**src/rtl/complex_magnitude_bfp.sv**
```systemverilog
// Streaming |I + jQ| estimator (alpha-max/beta-min) with a 3-stage stall-able
// pipeline and per-block peak / leading-zero exponent for a BFP normaliser.
module complex_magnitude_bfp #(
  parameter int WIDTH     = 16,
  parameter bit IS_SIGNED = 1'b1,
  parameter int BLOCK_LEN = 64
) (
  input  logic                       clk,
  input  logic                       rst_n,
  input  logic                       s_valid,
  output logic                       s_ready,
  input  logic [WIDTH-1:0]           s_I,
  input  logic [WIDTH-1:0]           s_Q,
  input  logic [1:0]                 i_mode,
  output logic                       m_valid,
  input  logic                       m_ready,
  output logic [WIDTH-1:0]           m_mag,
  output logic                       m_last,
  output logic [WIDTH-1:0]           m_blk_peak,
  output logic [$clog2(WIDTH)-1:0]   m_blk_shift
);

  localparam int SHW = $clog2(WIDTH);
  localparam int CW  = $clog2(BLOCK_LEN);

  // Leading-zero count; the highest set bit wins, an all-zero word gives WIDTH-1.
  function automatic logic [SHW-1:0] lzc(input logic [WIDTH-1:0] v);
    int n;
    n = WIDTH - 1;
    for (int i = 0; i < WIDTH; i++) begin
      if (v[i]) n = WIDTH - 1 - i;
    end
    return SHW'(n);
  endfunction

  logic en;
  logic accept;
  logic v1_reg, v2_reg, v3_reg;

  assign en      = !v3_reg || m_ready;
  assign s_ready = en;
  assign accept  = s_valid && en;

  // ---------------- input counter and block mode ----------------
  logic [CW-1:0] in_cnt_reg;
  logic [1:0]    mode_q_reg;
  logic          cnt_first, cnt_last;
  logic [1:0]    mode_in;

  assign cnt_first = (in_cnt_reg == '0);
  assign cnt_last  = (in_cnt_reg == CW'(BLOCK_LEN - 1));
  assign mode_in   = cnt_first ? i_mode : mode_q_reg;

  always_ff @(posedge clk or negedge rst_n) begin
    if (!rst_n) begin
      in_cnt_reg <= '0;
      mode_q_reg <= '0;
    end else if (accept) begin
      in_cnt_reg <= cnt_last ? '0 : in_cnt_reg + CW'(1);
      if (cnt_first) mode_q_reg <= i_mode;
    end
  end

  // ---------------- S1: absolute value ----------------
  logic [WIDTH-1:0] raw      [2];
  logic [WIDTH-1:0] abs_next [2];
  logic [WIDTH-1:0] abs_reg  [2];
  logic             last1_reg;
  logic [1:0]       mode1_reg;

  assign raw[0] = s_I;
  assign raw[1] = s_Q;

  genvar gi;
  generate
    for (gi = 0; gi < 2; gi++) begin : g_abs
      if (IS_SIGNED) begin : g_signed
        // Most negative input negates to itself, which reads as 2^(WIDTH-1) unsigned.
        assign abs_next[gi] = raw[gi][WIDTH-1] ? -raw[gi] : raw[gi];
      end else begin : g_unsigned
        assign abs_next[gi] = raw[gi];
      end
    end
  endgenerate

  always_ff @(posedge clk or negedge rst_n) begin
    if (!rst_n) begin
      v1_reg     <= 1'b0;
      last1_reg  <= 1'b0;
      mode1_reg  <= '0;
      abs_reg[0] <= '0;
      abs_reg[1] <= '0;
    end else if (en) begin
      v1_reg <= accept;
      if (accept) begin
        last1_reg  <= cnt_last;
        mode1_reg  <= mode_in;
        abs_reg[0] <= abs_next[0];
        abs_reg[1] <= abs_next[1];
      end
    end
  end

  // ---------------- S2: max/min sort (tie -> max is |Q|) ----------------
  logic [WIDTH-1:0] max2_reg, min2_reg;
  logic             last2_reg;
  logic [1:0]       mode2_reg;
  logic             i_gt;

  assign i_gt = abs_reg[0] > abs_reg[1];

  always_ff @(posedge clk or negedge rst_n) begin
    if (!rst_n) begin
      v2_reg    <= 1'b0;
      last2_reg <= 1'b0;
      mode2_reg <= '0;
      max2_reg  <= '0;
      min2_reg  <= '0;
    end else if (en) begin
      v2_reg <= v1_reg;
      if (v1_reg) begin
        last2_reg <= last1_reg;
        mode2_reg <= mode1_reg;
        max2_reg  <= i_gt ? abs_reg[0] : abs_reg[1];
        min2_reg  <= i_gt ? abs_reg[1] : abs_reg[0];
      end
    end
  end

  // ---------------- S3: estimate, saturate, peak/exponent ----------------
  logic [WIDTH:0]   mx, mn, est, alt;
  logic [WIDTH-1:0] mag_next, peak_next;
  logic [WIDTH-1:0] mag_reg, peak_reg;
  logic [SHW-1:0]   shift_reg;
  logic             last3_reg;
  logic             first_reg;

  always_comb begin
    mx  = {1'b0, max2_reg};
    mn  = {1'b0, min2_reg};
    alt = mx - (mx >> 3) + (mn >> 1);
    est = '0;
    case (mode2_reg)
      2'd0:    est = mx + (mn >> 1);
      2'd1:    est = mx + (mn >> 2);
      2'd2:    est = mx + (mn >> 2) + (mn >> 3);
      default: est = (alt > mx) ? alt : mx;
    endcase
    mag_next = est[WIDTH] ? '1 : est[WIDTH-1:0];
    // A block's first sample restarts the peak, so adjacent blocks never mix.
    peak_next = (first_reg || mag_next > peak_reg) ? mag_next : peak_reg;
  end

  always_ff @(posedge clk or negedge rst_n) begin
    if (!rst_n) begin
      v3_reg    <= 1'b0;
      last3_reg <= 1'b0;
      mag_reg   <= '0;
      peak_reg  <= '0;
      shift_reg <= '0;
      first_reg <= 1'b1;
    end else if (en) begin
      v3_reg <= v2_reg;
      if (v2_reg) begin
        last3_reg <= last2_reg;
        mag_reg   <= mag_next;
        peak_reg  <= peak_next;
        shift_reg <= lzc(peak_next);
        first_reg <= last2_reg;
      end
    end
  end

  assign m_valid     = v3_reg;
  assign m_mag       = mag_reg;
  assign m_last      = last3_reg;
  assign m_blk_peak  = peak_reg;
  assign m_blk_shift = shift_reg;

endmodule

```
**config.mk**
```make
export PLATFORM = sky130hd
export DESIGN_NAME = complex_magnitude_bfp
export DESIGN_NICKNAME = d
export VERILOG_FILES = /design/src/rtl/complex_magnitude_bfp.sv
export SDC_FILE = /design/constraint.sdc
export NUM_CORES = 1
export LEC_CHECK = 0
export CAP_MARGIN = 5
export CORE_MARGIN = 8
export CORE_UTILIZATION = 40
export DETAILED_ROUTE_END_ITERATION = 6
export GPL_TIMING_DRIVEN = 0
export HOLD_SLACK_MARGIN = 0.05
export SETUP_SLACK_MARGIN = 0.3
export SLEW_MARGIN = 25
export SYNTH_ARGS = -nofsm -noshare
export SYNTH_HDL_FRONTEND = slang
export SYNTH_SLANG_ARGS = --single-unit
```
**constraint.sdc**
```tcl
create_clock -name clk -period 12.6 [get_ports clk]
set_input_delay 1.89 -clock clk [delete_from_list [all_inputs] [get_ports clk]]
set_output_delay 1.89 -clock clk [all_outputs]
set_load 0.005 [all_outputs]
```
==> metrics.txt <==
r2r setup slk 3.25 ns; total CTS buffers 17; initial antenna violation count 0; DIE AREA around 32,000 sq um; Worst-path clk slew around 0.07 ns; total grt overflow 0; R2R Path Start max2_reg[1]; row cnt 59; RSZ-0062 raised after global routing no; CP bufs+invs 4; Final Max Slew Viols 0; Avg WL per Cell 17.9 um; Synth Warn # 0; Initial Utilization 0.407; Async SR Flop Fraction 1.00; EDFF count, synth 0; Distinct cells, synth 83; Synth Cell Area roughly 11,000 sq um; #FFs+latches synth ~120; CP max-delay cell o311ai_1; fmax 107 MHz; drt total wl 30,900 um; Seq/Total Area, Yosys 0.274; dominant cells by area after synthesis dfrtp_1 (27%), ha_1 (13%), a21oi_1 (5.1%), o21ai_0 (4.8%), nand2_1 (4.6%); Critical Path Stages 27; cts repair resizes 0; Final Hold Viols 0; vias in the first global route 9,728; # hold bufs at CTS 0; htree depth 4; Critical Path End m_blk_shift[1]; CTS tree done; routability cong. roughly 0.9; post-layout minimum cycle time 9.35 ns; clk buf depth 2; global-route wire length before repair just over 50,000 um; Mapped Avg Cell Area 8.31 sq um; # clock sinks approximately 120; clock root buffer clkbuf_16; hold path start last1_reg; Hold Crit Class reg -> reg; synthesized netlist cell count 1,277; max-cap violations 0; # port buffers 76; critical path capture point type flip-flop; Worst slew margin 0.354; Area growth, synth to finish 17.1%; worst-path maximum fanout 10; DR vias/cell approximately 5.6; CP peak stage delay between 0.9 and 1 ns; setup TNS 0 ns; CP Class reg -> reg; DR vias 9,567; DRC Markers 0; worst slew pin tran 0.959 ns; crit start category flip-flop; # nets final 1,540; core area about 26,000 sq um; layout cells sized above 1 0.0563; Initial DRT Pass Iterations 7; Synth top area share 0.271; DRT iter0 DRCs 664; status complete, no violations; Total GRT Usage 0.197; max reg flops 32; Worst Skew 0.0144 ns; Die Y 179 um; final setup fails 0; DP HPWL 25,200 um; top_reg_cell synth dfrtp_1; biggest area consumer among synthesized cells dfrtp_1; Synth Net Count 1,444; WP data arrival roughly 9.7 ns; Skew-Pair Late Insertion Delay approximately 0.42 ns; Die W between 150 and 200 um; FF-to-FF path depth 27; delay-heaviest family, CP compound AO/OA/AOI/OAI gates; Critical Path Source max2_reg[1]; # diodes 0; Setup Buffers After CTS 0; Reg-to-Reg End m_blk_shift[1]; post-route ant nets 0; I/O Pins 77; Final period util 0.742; largest net degree at the start of global routing just over 70; CP Data Required Time ~13 ns
==> cells in the mapped netlist (3+ instances only) <==
library cell / number
a2111oi_0: 3
a211o_1: 6
a211oi_1: 16
a21o_1: 24
a21oi_1: 109
a221oi_1: 3
a22oi_1: 4
a31oi_1: 7
and2_1: 10
and3_1: 3
buf_1: 6
clkbuf_1: 34
dfrtp_1: 115
fa_1: 16
ha_1: 113
inv_1: 127
mux2_2: 14
mux2i_1: 35
nand2_1: 130
nand2b_1: 16
nand3_1: 16
nand4_1: 14
nor2_1: 91
nor2b_1: 14
nor3_1: 20
nor4_1: 4
o211ai_1: 13
o21a_1: 17
o21ai_0: 102
o21ai_1: 3
o221ai_1: 7
o22ai_1: 5
o31a_1: 4
o31ai_1: 10
o41ai_1: 4
or2_2: 7
or3_1: 11
or4_1: 7
xnor2_1: 49
xor2_1: 29
==> cell type report <==
class | count | area, sq um
buffer | 42 | 160
clock buffer | 17 | 425
clock inverter | 15 | 184
fill | 2593 | 13600
inverter | 128 | 480
multi-input combinational | 991 | 7070
sequential | 116 | 2900
tap | 335 | 419
timing repair buffer | 77 | 790
==> through the flow <==
stage | util | hold WS [ns] | cells | worst slack (ns) | area (sq um)
after floorplan | - | 0.442 | 1277 | 5.50 | 10600
after global placement | 0.453 | 0.465 | 1688 | 3.19 | 11800
after detailed placement | 0.454 | 0.473 | 1689 | 3.41 | 11800
after CTS | 0.477 | 0.489 | 1721 | 3.38 | 12400
after global routing | 0.477 | 0.506 | 1721 | 2.59 | 12400
final | 0.477 | 0.478 | 1721 | 3.25 | 12400
==> cells in the final DEF, fill, tap and decap left out, types with 35 or more instances in the layout <==
cell type,instances
a21oi_1,109
clkdlybuf4s50_1,75
dfrtp_1,115
ha_1,113
inv_1,127
mux2i_1,35
nand2_1,130
nor2_1,91
o21ai_0,102
xnor2_1,49
==> worst min-delay path by stage <==
stage                      to  slack, ns  cells after the start
global route         m_mag[4]       0.51                      2
detailed placement  m_mag[10]       0.47                      2
finish              last1_reg       0.48                      1
floorplan           first_reg       0.44                      2
CTS                 last1_reg       0.49                      1
global placement       m_last       0.46                      2
==> kinds of logic after synthesis <==
logic type | count (synthesis) | share of synthesized area
compound gates | 378 | 0.230
simple gates | 355 | 0.157
buf+inv | 170 | 0.0603
fa+ha+maj | 129 | 0.163
flops | 116 | 0.274
xor+xnor | 79 | 0.0659
mux | 50 | 0.0500
==> per-layer routing <==
metal | vias to the layer above | share of wire | global-route usage
met4 | 0 | 0.023 | 0.0582
met3 | 36 | 0.038 | 0.0240
met5 | - | 0 | 0
met1 | 4579 | 0.47 | 0.264
li1 | 4743 | - | -
met2 | 209 | 0.47 | 0.329
Power is left out: the tool's default activity adds up to more than one toggle a clock period on the data nets, which glitch-free logic cannot reach.
